$ cat src/rtl/oam_dma_ctrl.sv
// ----------------------------------------------------------------------------
// oam_dma_ctrl
//   OAM DMA engine behind the 0xFF46 register. A CPU write of page P copies
//   XFER_LEN bytes from {P,8'h00} to OAM at 0xFE00. It waits START_DELAY
//   clocks, then takes the bus (cpu_mem_disable=1). Each byte takes one
//   machine cycle of 4 clocks: two read clocks, one write clock, one idle
//   clock.
//
//   Optional build macro: OAM_DMA_ECHO_FOLD_EN
//     defined   - source pages 0xE0-0xFF are folded down by 0x20 (echo RAM)
//     undefined - the source page is used verbatim
//
// Ports
//   clk             in   system clock (4.19 MHz)
//   rst             in   synchronous reset, active-high
//   mmio_wr         in   one-clock write strobe for 0xFF46
//   mmio_din[7:0]   in   source page written by the CPU
//   mmio_dout[7:0]  out  last written page (unfolded)
//   dma_rd          out  bus read enable
//   dma_wr          out  bus write enable
//   dma_a[15:0]     out  bus address
//   dma_din[7:0]    in   bus read data, one clock after dma_rd/dma_a
//   dma_dout[7:0]   out  bus write data
//   cpu_mem_disable out  high while the DMA owns the bus
//
//   The bus interface has no handshake: the DMA never waits. A read is
//   presented in phase 0 and held in phase 1. The synchronous RAM returns
//   the data during phase 1, and the data is latched at the end of that
//   phase.
// ----------------------------------------------------------------------------
module oam_dma_ctrl #(
    parameter int XFER_LEN    = 160,
    parameter int START_DELAY = 4
) (
    input  logic        clk,
    input  logic        rst,
    input  logic        mmio_wr,
    input  logic [7:0]  mmio_din,
    output logic [7:0]  mmio_dout,
    output logic        dma_rd,
    output logic        dma_wr,
    output logic [15:0] dma_a,
    input  logic [7:0]  dma_din,
    output logic [7:0]  dma_dout,
    output logic        cpu_mem_disable
);

    typedef enum logic [1:0] {
        S_IDLE  = 2'd0,
        S_DELAY = 2'd1,
        S_XFER  = 2'd2
    } state_t;

    localparam logic [8:0] LP_LEN   = 9'(XFER_LEN);
    localparam logic [7:0] LP_DLY_M1 = 8'(START_DELAY - 1);

    state_t      r_state;
    logic [7:0]  r_page;
    logic [7:0]  r_index;
    logic [1:0]  r_phase;
    logic [7:0]  r_latch;
    logic [7:0]  r_dcnt;

    state_t      w_state_nxt;
    logic [7:0]  w_index_nxt;
    logic [1:0]  w_phase_nxt;
    logic [7:0]  w_latch_nxt;
    logic [7:0]  w_dcnt_nxt;
    logic [7:0]  w_src_page;
    logic [8:0]  w_index_inc;

`ifdef OAM_DMA_ECHO_FOLD_EN
    // 0xE0-0xFF mirrors WRAM at 0xC0-0xDF.
    assign w_src_page = (r_page >= 8'hE0) ? (r_page - 8'h20) : r_page;
`else
    assign w_src_page = r_page;
`endif

    // 9 bits wide so that XFER_LEN = 256 still terminates.
    assign w_index_inc = {1'b0, r_index} + 9'd1;

    assign mmio_dout = r_page;

    always_comb begin
        w_state_nxt     = r_state;
        w_index_nxt     = r_index;
        w_phase_nxt     = r_phase;
        w_latch_nxt     = r_latch;
        w_dcnt_nxt      = r_dcnt;
        dma_rd          = 1'b0;
        dma_wr          = 1'b0;
        dma_a           = 16'h0000;
        dma_dout        = 8'h00;
        cpu_mem_disable = 1'b0;

        case (r_state)
            S_DELAY: begin
                if (r_dcnt == 8'd0) begin
                    w_state_nxt = S_XFER;
                    w_index_nxt = 8'd0;
                    w_phase_nxt = 2'd0;
                end else begin
                    w_dcnt_nxt = r_dcnt - 8'd1;
                end
            end
            S_XFER: begin
                cpu_mem_disable = 1'b1;
                w_phase_nxt     = r_phase + 2'd1;
                case (r_phase)
                    2'd0: begin
                        dma_a  = {w_src_page, r_index};
                        dma_rd = 1'b1;
                    end
                    2'd1: begin
                        dma_a       = {w_src_page, r_index};
                        dma_rd      = 1'b1;
                        w_latch_nxt = dma_din;
                    end
                    2'd2: begin
                        dma_a    = {8'hFE, r_index};
                        dma_wr   = 1'b1;
                        dma_dout = r_latch;
                    end
                    default: begin
                        dma_a       = {8'hFE, r_index};
                        w_index_nxt = w_index_inc[7:0];
                        if (w_index_inc == LP_LEN) begin
                            w_state_nxt = S_IDLE;
                        end
                    end
                endcase
            end
            default: begin
                // S_IDLE: bus released, nothing pending.
            end
        endcase

        // A register write from any state restarts the transfer. It also
        // overrides the final phase 3 return to IDLE.
        if (mmio_wr) begin
            w_state_nxt = S_DELAY;
            w_dcnt_nxt  = LP_DLY_M1;
            w_index_nxt = 8'd0;
            w_phase_nxt = 2'd0;
        end
    end

    always_ff @(posedge clk) begin
        if (rst) begin
            r_state <= S_IDLE;
            r_page  <= 8'h00;
            r_index <= 8'd0;
            r_phase <= 2'd0;
            r_latch <= 8'h00;
            r_dcnt  <= 8'd0;
        end else begin
            r_state <= w_state_nxt;
            r_index <= w_index_nxt;
            r_phase <= w_phase_nxt;
            r_latch <= w_latch_nxt;
            r_dcnt  <= w_dcnt_nxt;
            if (mmio_wr) begin
                r_page <= mmio_din;
            end
        end
    end

endmodule

$ cat config.mk
export PLATFORM = sky130hd
export DESIGN_NAME = oam_dma_ctrl
export DESIGN_NICKNAME = d
export VERILOG_FILES = /design/src/rtl/oam_dma_ctrl.sv
export SDC_FILE = /design/constraint.sdc
export NUM_CORES = 1
export LEC_CHECK = 0
export ABC_AREA = 0
export CORE_UTILIZATION = 51
export DETAILED_ROUTE_END_ITERATION = 8
export GPL_TIMING_DRIVEN = 0
export PLACE_DENSITY = 0.93
export SLEW_MARGIN = 20
export SYNTH_ARGS = -nofsm -noshare
export SYNTH_HDL_FRONTEND = slang
export SYNTH_SLANG_ARGS = --single-unit
$ cat constraint.sdc
create_clock -name clk -period 3.75 [get_ports clk]
set_clock_uncertainty 0.1 [all_clocks]
set_input_delay 0.375 -clock clk [delete_from_list [all_inputs] [get_ports clk]]
set_output_delay 0.375 -clock clk [all_outputs]
set_load 0.005 [all_outputs]
== Yosys cells after proc, flatten, opt, wreduce, memory -nomap -nowiden ==
Cells that the tools add are included.

* Word-level logic and storage cells: 61
* Flip-flop bits (word level): 36
* Bits of input ports: 19
* Output and inout port bits: 35

* Eq/ne operators: 12
* Reductions and logical operators: 15
* Bitwise logic cells: 1
* $add $sub $neg: 3
* Multiplexer cells: 22

{| class="wikitable"
|+ Operator list
! cell !! count
|-
| $mux W16 || 2
|-
| $mux W8 || 4
|-
| $pmux W8 S2 || 1
|-
| $mux W2 || 7
|-
| $add A8 B1 Y9 const B || 1
|-
| $eq A9 B8 Y1 const B || 1
|-
| $ne A3 B3 Y1 const B || 3
|-
| $logic_not A8 Y1 || 1
|-
| $ne A2 B2 Y1 const B || 4
|-
| $pmux W2 S2 || 2
|-
| $reduce_and A2 Y1 || 4
|-
| $reduce_and A4 Y1 || 2
|-
| $sub A8 B1 Y8 const B || 1
|-
| $mux W1 || 6
|-
| $eq A2 B1 Y1 const B || 2
|-
| $eq A2 B2 Y1 const B || 2
|-
| $reduce_bool A2 Y1 || 2
|-
| $reduce_or A2 Y1 || 2
|-
| $reduce_and A3 Y1 || 1
|-
| $reduce_bool A3 Y1 || 1
|-
| $reduce_or A3 Y1 || 1
|-
| $add A2 B1 Y2 const B || 1
|-
| $logic_not A2 Y1 || 1
|-
| $not A1 Y1 || 1
|}

== Depth between registers and ports, before layout ==
* Depth after elaboration: 6
* Gate-level depth with buffers: 7
* Mapped depth without buffers: 7

== Least setup slack after synthesis ==
Ideal clock, no wire load.

* Kind: reg2reg
* From: reg r_dcnt[3]
* To: reg r_dcnt[1]
* Setup slack: 1.832 ns
* Period minus slack after synthesis: 1.918 ns
* Data arrival time: 1.747 ns
* Buffers on the path: 0
* Cell stages (with the launch flop): 6
* Cell sequence: dfxtp_1 > or4_4 > or2_4 > o21ai_4 > mux2_2 > a21oi_1

* Word-level cells in the longest chain between the ends: 3

{| class="wikitable"
|+ Ends and longest elaborated chain
! what !! line !! text
|-
| start: declaration || 62 || <nowiki>logic [7:0] r_dcnt;</nowiki>
|-
| start signal: assignment || 161 || <nowiki>r_dcnt <= w_dcnt_nxt;</nowiki>
|-
| $logic_not A8 Y1 || 98 || <nowiki>if (r_dcnt == 8'd0) begin</nowiki>
|-
| $ne A2 B2 Y1 (no source line) || - ||
|-
| $reduce_and A2 Y1 (no source line) || - ||
|}

No other way between the ends.
A chain may end at the register's enable or synchronous reset.

== Worst setup path in the final report ==
* From: reg r_state[1]
* To: out dma_a[14]

* Word-level cells in the longest chain between the ends: 2

{| class="wikitable"
|+ Ends and longest elaborated chain
! what !! line !! text
|-
| start: declaration || 57 || <nowiki>state_t r_state;</nowiki>
|-
| start signal: assignment || 157 || <nowiki>r_state <= w_state_nxt;</nowiki>
|-
| $eq A2 B2 Y1 || 96 || <nowiki>case (r_state)</nowiki>
|-
| $mux W16 || 96 ||
|-
| end: declaration || 42 || <nowiki>output logic [15:0] dma_a,</nowiki>
|}

No other way between the ends.

==> run_results.csv <==
group,metric,value,unit
run_status,status,"completed",
logic_synthesis,synth.area.mux_share,5.55,%
global_routing,antenna_found_initial,0,
hold_path,hold_start,"r_latch[3]$_SDFFE_PP0P_",
clock_network,clkTransAtPathRegs,0.11,ns
clock_network,ctsHoldBuffers,0,
pwr,p_per_area,290,nW/um^2
setup_path,endpoint_kind,"output port",
timing,fin_crit_sh,84.1,%
floorplan,io_pins,54,
detailed_routing,avgRoutedWirePerCell,12.2,um
floorplan,fp.dieArea,3870,um^2
placed_design,port_buffers,53,
setup_path,worstPathCellList,"nor2b_1 -> clkbuf_1 -> clkbuf_1 -> o21a_1 -> clkdlybuf4s50_1",
setup_path,cp-startpoint,"r_state[1]$_SDFFE_PP0P_",
placed_design,dpl.cell_count,322,
cells_and_area,utilization,73.2,%
setup_path,criticalPathCategory,"reg -> out",
cells_and_area,num_antenna_cells,0,
cells_and_area,fin_cells,330,
clock_network,cts_buffer_depth,2,
timing,slew_violations,0,
floorplan,die_h,62.2,um
cells_and_area,layout_commonest_cell,"clkdlybuf4s50_1",
global_routing,grt_use_total,22.1,%
floorplan,start_util,54.1,%
timing,period_minus_slack,3.15,ns
floorplan,core_region_area,3420,um^2
cells_and_area,drive_above_1_share,5.63,%
global_routing,overflow,0,
logic_synthesis,synth_cell_types,38,
timing,slew_headroom,53.8,%
logic_synthesis,synth_xor_area_share,4.26,%
clock_network,htreeDepth,2,
setup_path,cp.arrival,2.68,ns
logic_synthesis,synth_top_family_by_area,"simple AND/OR/NAND/NOR gates",
timing,rsz0062_at_grt,"false",
placed_design,gp_congestion,0.871,
clock_network,post_cts_resized,0,
detailed_routing,viasPerCell,5.27,
logic_synthesis,syn-num-nets,250,
detailed_routing,post-route-drc-count,0,
logic_synthesis,avgSynthCellArea,8.29,um^2
logic_synthesis,ys_seq_area_share,39.0,%
clock_network,clock_latency,0.35,ns
timing,max_clock_freq,317,MHz
floorplan,fp-row-count,21,
logic_synthesis,synth-seq-cells,36,
detailed_routing,firstDrtPassIters,4,
pwr,power_leakage,0.944,nW
cells_and_area,layout.nets,310,
logic_synthesis,synthAdderAreaFrac,5.41,%
detailed_routing,wl,4.02,mm
clock_network,postCtsSetupBuffers,0,
cells_and_area,areaGrowthSynthToFinish,35.1,%
setup_path,critPathMaxFanout,10,
setup_path,cpMaxStageDelayCell,"clkdlybuf4s50_1",
global_routing,grt_max_degree,12,
clock_network,numCtsBuffers,5,
clock_network,cts.sinks,36,
global_routing,grt_pass1_wl,6.77,mm
job,max_cap_viol_count,0,
logic_synthesis,syn_inst,223,
setup_path,required,3.27,ns
logic_synthesis,netlist_area,1850,um^2
setup_path,startpoint_type,"flip-flop",
setup_path,r2r-start,"r_index[0]$_SDFFE_PP0P_",
global_routing,grt_pass1_vias,1567,
setup_path,slowest_delay,0.49,ns
hold_path,worstHoldPathType,"reg -> reg",
cells_and_area,final_cell_mix,"clkdlybuf4s50_1 (53), dfxtp_1 (36), nor2_1 (29), nand2_1 (20), a21oi_1 (15)",
detailed_routing,drt_iter0_drc,117,
floorplan,die_w,62.2,um
timing,finalHoldViolCount,0,
timing,worst_pin_slew,0.693,ns
timing,finalSetupViolCount,0,
placed_design,dp_hpwl,2.90,mm
detailed_routing,vias,1738,
clock_network,clockRootBuffer,"clkbuf_4",
logic_synthesis,synth_compound_area_share,14.2,%
logic_synthesis,ys_warn_count,0,
clock_network,cts_tree,"yes",
cells_and_area,fillCellCount,257,
detailed_routing,ant_nets,0,
logic_synthesis,yosys.area_share.simple,28.1,%
timing,fin_setup_tns,0,ns
setup_path,cp_common_cell,"clkbuf_1",
pwr,peakVddDrop,249,uV
layout make-up:
type                            instances  area [um^2]  share of cell area, %
Inverter                                6         22.5                  0.901
Clock inverter                          2         10.0                  0.401
Timing Repair Buffer                   53          531                   21.2
Multi-Input combinational cell        170         1060                   42.6
Sequential cell                        36          721                   28.8
Tap cell                               46         57.6                   2.30
Buffer                                 11         41.3                   1.65
Clock buffer                            6         51.3                   2.05
synthesized netlist by cell type (all sizes together):
master   instances  area share (%)
a221oi           1            0.47
nand2           20             4.1
o2bb2ai          1            0.47
o21a             7             2.8
nor2b            3             1.0
o41ai            1            0.47
or4              1            0.61
o21ai            5             2.0
xor2             4             1.9
o2111ai          1            0.47
clkbuf          10             2.0
nand4            1            0.34
buf              1            0.20
and4             1            0.47
and3             9             3.0
and2            12             4.1
nand2b           3             1.0
nor4             2            0.68
nor3             5             1.4
nor3b            2            0.81
mux2             2             1.2
a31oi            5             1.7
dfxtp           36              39
nor4b            1            0.47
mux2i            8             4.3
o31ai            1            0.41
nand3           10             2.7
or2              2            0.81
a311oi           2            0.95
or3              2            0.81
a22oi            1            0.41
nor2            29             5.9
a21oi           15             4.1
inv              6             1.2
xnor2            5             2.4
ha               8             5.4
per-stage QoR:
step                total power [mW]  hold WS (ns)  setup WS (ns)  area [um^2]
floorplan                      0.468         0.332           1.83         1850
global placement               0.510         0.337           1.04         2440
detailed placement             0.512         0.343           1.03         2440
CTS                            0.734         0.358          0.601         2500
global route                   0.761         0.376          0.400         2500
finish                         0.724         0.360          0.596         2500
sequential cells by signal, indices dropped and copies added, names as in the netlist:
register,count
mmio_dout,8
r_dcnt,8
r_index,8
r_latch,8
r_phase,2
r_state,2
where the power goes:
part	switching, mW	total, mW	internal, mW
registers	0.00875	0.402	0.393
clock network	0.131	0.220	0.0892
logic	0.0480	0.103	0.0548
total	0.187	0.724	0.537
cells by family (layout without fill, tap and decap cells):
group           after synthesis  after routing
xor+xnor                      9              9
mux                          10             10
fa+ha+maj                     8              8
buf+inv                      17             78
compound gates               40             40
flops                        36             36
simple gates                103            103
worst paths after layout:
path | end | cells after the start | slack, ns
setup / recovery | dma_a[14] | 5 | 0.60
hold / removal | r_latch[3]$_SDFFE_PP0P_ | 2 | 0.36
setup reg to reg | r_state[1]$_SDFFE_PP0P_ | 6 | 1.68
hold reg to reg | r_latch[3]$_SDFFE_PP0P_ | 2 | 0.36
worst max-delay path, delay by kind of cell (launching register included):
kind,cells,cell delay [ns]
buffers and inverters,3,1.27
flip-flops,1,0.47
AND/OR/NAND/NOR,1,0.37
AO/OA/AOI/OAI,1,0.20
routing by layer:
layer,wire (um),vias up,track usage [%]
li1,-,896,-
met1,1850,795,25.4
met2,1930,41,38.6
met3,189,6,6.25
met4,62,0,8.43
met5,0,-,0
No activity file was read; power rests on OpenSTA's default activity.
